## src/rtl/arb_req_pkg.sv

```systemverilog
// arb_req_pkg: shared defaults, channel state type and width helper for the
// requester-side arbiter agent. ARB_REQ_STARVE_EN adds the starvation default.
package arb_req_pkg;

  localparam int unsigned ARB_N_DEF     = 5;
  localparam int unsigned ARB_CNT_W_DEF = 3;
  localparam int unsigned ARB_BURST_DEF = 4;
`ifdef ARB_REQ_STARVE_EN
  localparam int unsigned ARB_STARVE_LIMIT_DEF = 15;
`endif

  // A channel is ACTIVE exactly when it has at least one pending job.
  typedef enum logic [0:0] {
    IDLE   = 1'b0,
    ACTIVE = 1'b1
  } chan_state_e;

  // Bits needed to hold values 0..max_val (never less than one bit).
  function automatic int unsigned width_for(input int unsigned max_val);
    int unsigned w;
    if (max_val < 32'd2) begin
      w = 32'd1;
    end else begin
      w = $clog2(max_val + 32'd1);
    end
    return w;
  endfunction

endpackage

```

## src/rtl/arb_req_agent_if.sv

```systemverilog
// arb_req_agent_if: request/grant bus between client, agent and arbiter.
// master = agent side, slave = client/arbiter side.
interface arb_req_agent_if
  import arb_req_pkg::*;
#(
  parameter int unsigned N = ARB_N_DEF
) ();

  logic [N-1:0] enq;
  logic [N-1:0] grt;
  logic [N-1:0] req;
  logic [N-1:0] done;
  logic [N-1:0] full;
  logic [N-1:0] ovf;
  logic [N-1:0] starve;

  modport master (
    input  enq,
    input  grt,
    output req,
    output done,
    output full,
    output ovf,
    output starve
  );

  modport slave (
    output enq,
    output grt,
    input  req,
    input  done,
    input  full,
    input  ovf,
    input  starve
  );

endinterface

```

## src/rtl/arb_req_chan.sv

```systemverilog
// arb_req_chan: one requester channel. Holds the pending-job count, the beat
// count within the current burst and the IDLE/ACTIVE state. With
// ARB_REQ_STARVE_EN a saturating wait counter drives starve; otherwise starve
// is tied low and no counter exists.
module arb_req_chan
  import arb_req_pkg::*;
#(
  parameter int unsigned CNT_W = ARB_CNT_W_DEF,
  parameter int unsigned BURST = ARB_BURST_DEF
`ifdef ARB_REQ_STARVE_EN
  ,
  parameter int unsigned STARVE_LIMIT = ARB_STARVE_LIMIT_DEF
`endif
) (
  input  logic clk,
  input  logic rst_,
  input  logic i_enq,
  input  logic i_grt,
  output logic o_req,
  output logic o_done,
  output logic o_full,
  output logic o_ovf,
  output logic o_starve
);

  localparam int unsigned        BEAT_W    = width_for(BURST - 32'd1);
  localparam logic [CNT_W-1:0]   PEND_MAX  = {CNT_W{1'b1}};
  localparam logic [CNT_W-1:0]   PEND_ONE  = CNT_W'(1);
  localparam logic [BEAT_W-1:0]  BEAT_LAST = BEAT_W'(BURST - 32'd1);
  localparam logic [BEAT_W-1:0]  BEAT_ONE  = BEAT_W'(1);

  chan_state_e        r_state;
  logic [CNT_W-1:0]   r_pend;
  logic [BEAT_W-1:0]  r_beat;
  logic               r_done;
  logic               r_full;
  logic               r_ovf;

  chan_state_e        w_state_nxt;
  logic [CNT_W-1:0]   w_pend_nxt;
  logic [BEAT_W-1:0]  w_beat_nxt;
  logic               w_ovf_nxt;
  logic               w_beat;
  logic               w_last;

  // A beat needs our own request; a grant without request is ignored.
  assign w_beat = (r_state == ACTIVE) & i_grt;
  assign w_last = w_beat & (r_beat == BEAT_LAST);

  // Next pending count, beat position, state and overflow pulse.
  always_comb begin
    w_pend_nxt  = r_pend;
    w_ovf_nxt   = 1'b0;
    w_beat_nxt  = r_beat;
    w_state_nxt = r_state;

    case ({i_enq, w_last})
      2'b10: begin
        if (r_pend == PEND_MAX) begin
          w_ovf_nxt = 1'b1;
        end else begin
          w_pend_nxt = r_pend + PEND_ONE;
        end
      end
      2'b01:   w_pend_nxt = r_pend - PEND_ONE;
      // 2'b11: new job replaces the completed one; 2'b00: nothing happens.
      default: w_pend_nxt = r_pend;
    endcase

    // Preemption (grant lost mid-burst) simply holds the beat count.
    if (w_last) begin
      w_beat_nxt = {BEAT_W{1'b0}};
    end else if (w_beat) begin
      w_beat_nxt = r_beat + BEAT_ONE;
    end else begin
      w_beat_nxt = r_beat;
    end

    if (w_pend_nxt != {CNT_W{1'b0}}) begin
      w_state_nxt = ACTIVE;
    end else begin
      w_state_nxt = IDLE;
    end
  end

  // Channel state register; reset discards any burst in progress.
  always_ff @(posedge clk) begin
    if (rst_) begin
      r_state <= IDLE;
      r_pend  <= {CNT_W{1'b0}};
      r_beat  <= {BEAT_W{1'b0}};
      r_done  <= 1'b0;
      r_full  <= 1'b0;
      r_ovf   <= 1'b0;
    end else begin
      r_state <= w_state_nxt;
      r_pend  <= w_pend_nxt;
      r_beat  <= w_beat_nxt;
      r_done  <= w_last;
      r_full  <= (w_pend_nxt == PEND_MAX);
      r_ovf   <= w_ovf_nxt;
    end
  end

  assign o_req  = (r_state == ACTIVE);
  assign o_done = r_done;
  assign o_full = r_full;
  assign o_ovf  = r_ovf;

`ifdef ARB_REQ_STARVE_EN
  localparam int unsigned       WAIT_W   = width_for(STARVE_LIMIT);
  localparam logic [WAIT_W-1:0] WAIT_MAX = WAIT_W'(STARVE_LIMIT);
  localparam logic [WAIT_W-1:0] WAIT_ONE = WAIT_W'(1);

  logic [WAIT_W-1:0] r_wait;
  logic              r_starve;
  logic [WAIT_W-1:0] w_wait_nxt;
  logic              w_starve_nxt;

  // Saturating wait counter and sticky starve flag, both cleared by a beat.
  always_comb begin
    w_wait_nxt   = r_wait;
    w_starve_nxt = r_starve;
    if (w_beat || (r_state == IDLE)) begin
      w_wait_nxt = {WAIT_W{1'b0}};
    end else if (r_wait == WAIT_MAX) begin
      w_wait_nxt = r_wait;
    end else begin
      w_wait_nxt = r_wait + WAIT_ONE;
    end

    if (w_beat || (r_state == IDLE)) begin
      w_starve_nxt = 1'b0;
    end else if (w_wait_nxt == WAIT_MAX) begin
      w_starve_nxt = 1'b1;
    end else begin
      w_starve_nxt = r_starve;
    end
  end

  // Wait counter and starve register.
  always_ff @(posedge clk) begin
    if (rst_) begin
      r_wait   <= {WAIT_W{1'b0}};
      r_starve <= 1'b0;
    end else begin
      r_wait   <= w_wait_nxt;
      r_starve <= w_starve_nxt;
    end
  end

  assign o_starve = r_starve;
`else
  assign o_starve = 1'b0;
`endif

endmodule

```

## src/rtl/arb_req_agent.sv

```systemverilog
// arb_req_agent: requester-side agent for the N-way fixed-priority arbiter.
// Generates N independent channels and concatenates their outputs onto the
// bus. Optional starvation detection is enabled by ARB_REQ_STARVE_EN.
module arb_req_agent
  import arb_req_pkg::*;
#(
  parameter int unsigned N     = ARB_N_DEF,
  parameter int unsigned CNT_W = ARB_CNT_W_DEF,
  parameter int unsigned BURST = ARB_BURST_DEF
`ifdef ARB_REQ_STARVE_EN
  ,
  parameter int unsigned STARVE_LIMIT = ARB_STARVE_LIMIT_DEF
`endif
) (
  input  logic               clk,
  input  logic               rst_,
  arb_req_agent_if.master    bus
);

  logic [N-1:0] w_req;
  logic [N-1:0] w_done;
  logic [N-1:0] w_full;
  logic [N-1:0] w_ovf;
  logic [N-1:0] w_starve;

  for (genvar g = 0; g < N; g++) begin : g_chan
    arb_req_chan #(
      .CNT_W        (CNT_W),
      .BURST        (BURST)
`ifdef ARB_REQ_STARVE_EN
      ,
      .STARVE_LIMIT (STARVE_LIMIT)
`endif
    ) u_chan (
      .clk      (clk),
      .rst_     (rst_),
      .i_enq    (bus.enq[g]),
      .i_grt    (bus.grt[g]),
      .o_req    (w_req[g]),
      .o_done   (w_done[g]),
      .o_full   (w_full[g]),
      .o_ovf    (w_ovf[g]),
      .o_starve (w_starve[g])
    );
  end

  assign bus.req    = w_req;
  assign bus.done   = w_done;
  assign bus.full   = w_full;
  assign bus.ovf    = w_ovf;
  assign bus.starve = w_starve;

endmodule

```

## src/flat_wrapper.sv

```systemverilog
// flat-port wrapper written by rule: the top's interface ports become plain ports
module arb_req_agent_flat import arb_req_pkg::*;
#(
  parameter int unsigned N     = ARB_N_DEF,
  parameter int unsigned CNT_W = ARB_CNT_W_DEF,
  parameter int unsigned BURST = ARB_BURST_DEF

)
  (clk, rst_, bus_enq, bus_grt, bus_req, bus_done, bus_full, bus_ovf, bus_starve);
  arb_req_agent_if #(.N(N)) bus_i ();
  input  logic clk;
  input  logic rst_;
  input wire logic [$bits(bus_i.enq)-1:0] bus_enq;
  input wire logic [$bits(bus_i.grt)-1:0] bus_grt;
  output wire logic [$bits(bus_i.req)-1:0] bus_req;
  output wire logic [$bits(bus_i.done)-1:0] bus_done;
  output wire logic [$bits(bus_i.full)-1:0] bus_full;
  output wire logic [$bits(bus_i.ovf)-1:0] bus_ovf;
  output wire logic [$bits(bus_i.starve)-1:0] bus_starve;
  assign bus_i.enq = bus_enq;
  assign bus_i.grt = bus_grt;
  assign bus_req = bus_i.req;
  assign bus_done = bus_i.done;
  assign bus_full = bus_i.full;
  assign bus_ovf = bus_i.ovf;
  assign bus_starve = bus_i.starve;
  arb_req_agent #(.N(N), .CNT_W(CNT_W), .BURST(BURST)) u_core (.clk(clk), .rst_(rst_), .bus(bus_i));
endmodule
```

## config.mk

```make
export PLATFORM = sky130hd
export DESIGN_NAME = arb_req_agent_flat
export DESIGN_NICKNAME = d
export VERILOG_FILES = /design/src/rtl/arb_req_pkg.sv /design/src/rtl/arb_req_agent_if.sv /design/src/rtl/arb_req_chan.sv /design/src/rtl/arb_req_agent.sv /design/src/flat_wrapper.sv
export SDC_FILE = /design/constraint.sdc
export NUM_CORES = 1
export LEC_CHECK = 0
export CORE_AREA = 2 2 96 89
export DETAILED_ROUTE_END_ITERATION = 6
export DIE_AREA = 0 0 98 91
export PLACE_DENSITY = 0.5
export SLEW_MARGIN = 40
export SYNTH_ARGS = -nofsm -noshare
export SYNTH_HDL_FRONTEND = slang
export SYNTH_SLANG_ARGS = --single-unit
```

## constraint.sdc

```tcl
create_clock -name clk -period 3.35 [get_ports clk]
set_input_delay 0.67 -clock clk [delete_from_list [all_inputs] [get_ports clk]]
set_output_delay 0.67 -clock clk [all_outputs]
set_load 0.03 [all_outputs]
```

==> flow_summary.json <==
{
  "clkLatencyLatePin_ps": 290,
  "seqPwrFrac_pct": 51.1,
  "setup_viol": 0,
  "slew_headroom_pct": 56.22,
  "yosysSeqAreaShare_pct": 38.88,
  "reg2regPathDepth": 9,
  "power_leakage_nw": 1.133,
  "finClkSkew_ps": 4.615,
  "critPathMaxFanout": 6,
  "h-tree-depth": 2,
  "area_delta_synth_final_pct": 16.47,
  "slew_viol_final": 0,
  "dr.pass1.iters": 4,
  "p_comb_share_pct": 10.9,
  "layout-drive-gt1-share_pct": 5.155,
  "grt_pass1_wl_um": 6858,
  "wl_per_cell_um": 10.13,
  "period_needed_ps": 2164,
  "synth_seq_cells": 45,
  "avgSynthCellArea_um2": 8.426,
  "netlist_area_um2": 2317,
  "hold_depth": 2,
  "max_slew.worst_pin.slew_ps": 654.6,
  "p_switching_mw": 0.2519,
  "synth_edf_count": 0,
  "track_usage_pct": 9.230,
  "initialDrtViolationCount": 32,
  "place_inst": 382,
  "endpoint_kind": "register",
  "clk_path_buf_depth": 2,
  "grt-ovfl-total": 0,
  "final_area_um2": 2699,
  "yosysWarnings": 0,
  "seqCellArea_um2": 900.9,
  "ir_worst_vdd_mv": 0.1642,
  "hold_buffers": 0,
  "nNetsFinal": 327,
  "outcome": "finished, final reports clean",
  "hpwlAfterDp_um": 2966,
  "pin_count": 37,
  "fp-row-count": 31,
  "insertedDiodeCount": 0,
  "maxCapViolations": 0,
  "cp.required_ps": 3530,
  "p_clk_share_pct": 38.0,
  "crit_type": "primary input to register",
  "grt_max_degree": 19,
  "tns_ps": 0,
  "die_h_um": 91,
  "clockRootBuffer": "clkbuf_8",
  "grt_pass1_vias": 1582,
  "avgViaCountPerCell": 4.385,
  "drc_errors": 0,
  "wl_um": 3950,
  "rsz0062_at_grt": "false",
  "hold_viol": 0,
  "vias": 1710,
  "swShare_pct": 22.98,
  "clk_pin_slew_ps": 80,
  "postSynthCellCount": 275,
  "cp.arrival_ps": 2350,
  "worstSetupStartpointType": "primary input",
  "ys_types": 28,
  "cts_made_buffers": 5,
  "multi_input_area_um2": 1135,
  "fin_util_pct": 34.28,
  "die_w_um": 98,
  "post-route-period-util_pct": 64.61,
  "antenna_found_initial": 0,
  "place_area_um2": 2582,
  "async_flop_share_pct": 0,
  "cts_tree": "done",
  "dieArea_um2": 8918,
  "instances_no_fill": 390,
  "start_util_pct": 29.43,
  "hp-class": "register to register",
  "fmax_ghz": 0.4620,
  "cts_setup_buffers": 0,
  "port_buffers": 31,
  "p_int_mw": 0.8441,
  "core-area_um2": 7874,
  "synthFlopType": "dfxtp_1",
  "cellPowerDensity_nw_per_um2": 406.1,
  "clkSinkCount": 45,
  "fillers": 832,
  "postRouteAntennaNets": 0,
  "gp_congestion": 0.7602,
  "ctsResizeCount": 0
}
==> Yosys cell counts, types with 2 or more instances <==
master    number  area share, %
a31oi_1        5            1.3
clkbuf_1       5           0.81
a31o_2         4            1.5
a21oi_1       27            5.8
and2b_1        2           0.65
dfxtp_1       45             39
nand2b_1       4            1.1
mux2i_1        3            1.3
nand2_1       18            2.9
ha_1          25             13
nor2_1        28            4.5
buf_4         25            8.1
o21ai_0       10            2.2
nor2b_1        8            2.2
nor4_1         3           0.81
nor3_1         9            1.9
and3_1         2           0.54
nor3b_1       10            3.2
inv_1         23            3.7
o31ai_1        3           0.97
nand3_1        9            1.9
==> metal layers <==
metal / track usage [%] / share of wire (%) / wire (µm) / vias to the layer above
li1: - / - / - / 930
met1: 12.85 / 53 / 2090 / 745
met2: 13.36 / 42 / 1646 / 30
met3: 2.848 / 4.3 / 169 / 5
met4: 3.356 / 1.1 / 43 / 0
met5: 0 / 0 / 0 / -
==> sequential cells by signal, summed over array words and instances, names as in the netlist <==
register	cells
u_core.g_chan.u_chan.r_pend	15
u_core.g_chan.u_chan.o_req	5
u_core.g_chan.u_chan.r_beat	10
u_core.g_chan.u_chan.o_full	5
u_core.g_chan.u_chan.o_ovf	5
u_core.g_chan.u_chan.o_done	5
==> worst max-delay path, cell delays in order <==
cell,delay (ps)
clkdlybuf4s50_1,480
nand3_1,130
inv_1,90
ha_1,270
a31o_2,240
nand2_1,60
o31ai_1,70
and2b_1,170
and3_1,170
==> cell type report <==
| cell class | instances | area share, % |
|---|---|---|
| clock buffer | 7 | 3.199 |
| inverter | 24 | 3.338 |
| multi-input combinational | 180 | 42.05 |
| clock inverter | 1 | 1.113 |
| timing repair buffer | 34 | 12.33 |
| sequential | 45 | 33.38 |
| tap | 99 | 4.590 |
==> per-stage QoR <==
stage / power, mW / hold WS (ps) / setup WS, ps
detailed placement: 0.6926 / 485.6 / 894.1
finish: 1.096 / 503.1 / 1186
floorplan: 0.6625 / 461.3 / 1436
global route: 1.157 / 526.7 / 1027
global placement: 0.6923 / 478.0 / 923.4
CTS: 1.120 / 506.9 / 1196
==> cells in the final DEF, fill, tap and decap left out, types with 9 or more instances in the layout <==
master / instances
nor3b_1: 10
o21ai_0: 10
ha_1: 25
clkdlybuf4s50_1: 31
a21oi_1: 27
dfxtp_1: 45
inv_1: 23
nor3_1: 9
nand2_1: 18
nor2_1: 28
nand3_1: 9
==> logic make-up after synthesis <==
group,count (synthesis),share of synthesized area (%)
buffers and inverters,54,12.80
DFF,45,38.88
AOI/OAI and AO/OA,53,13.23
adders and majority gates,25,13.50
and+or+nand+nor,94,20.14
other,1,0.1618
muxes,3,1.296
==> final timing paths <==
kind                                                        start                                 to  slack [ps]
worst max-delay path                                   bus_grt[1]     u_core.g_chan[1].u_chan.o_full        1190
worst min-delay path            u_core.g_chan[3].u_chan.r_beat[1]  u_core.g_chan[3].u_chan.r_beat[1]         500
worst min register to register  u_core.g_chan[3].u_chan.r_beat[1]  u_core.g_chan[3].u_chan.r_beat[1]         500
worst max register to register  u_core.g_chan[1].u_chan.r_beat[0]     u_core.g_chan[1].u_chan.o_full        1440
==> power by group through the flow <==
stage	clock network [mW]	logic (mW)	registers, mW
floorplan	0	0.0921	0.570
global placement	0	0.119	0.574
detailed placement	0	0.119	0.573
CTS	0.439	0.120	0.561
global route	0.458	0.135	0.563
finish	0.416	0.119	0.561
Note: power is estimated with default switching activity, not from simulation.
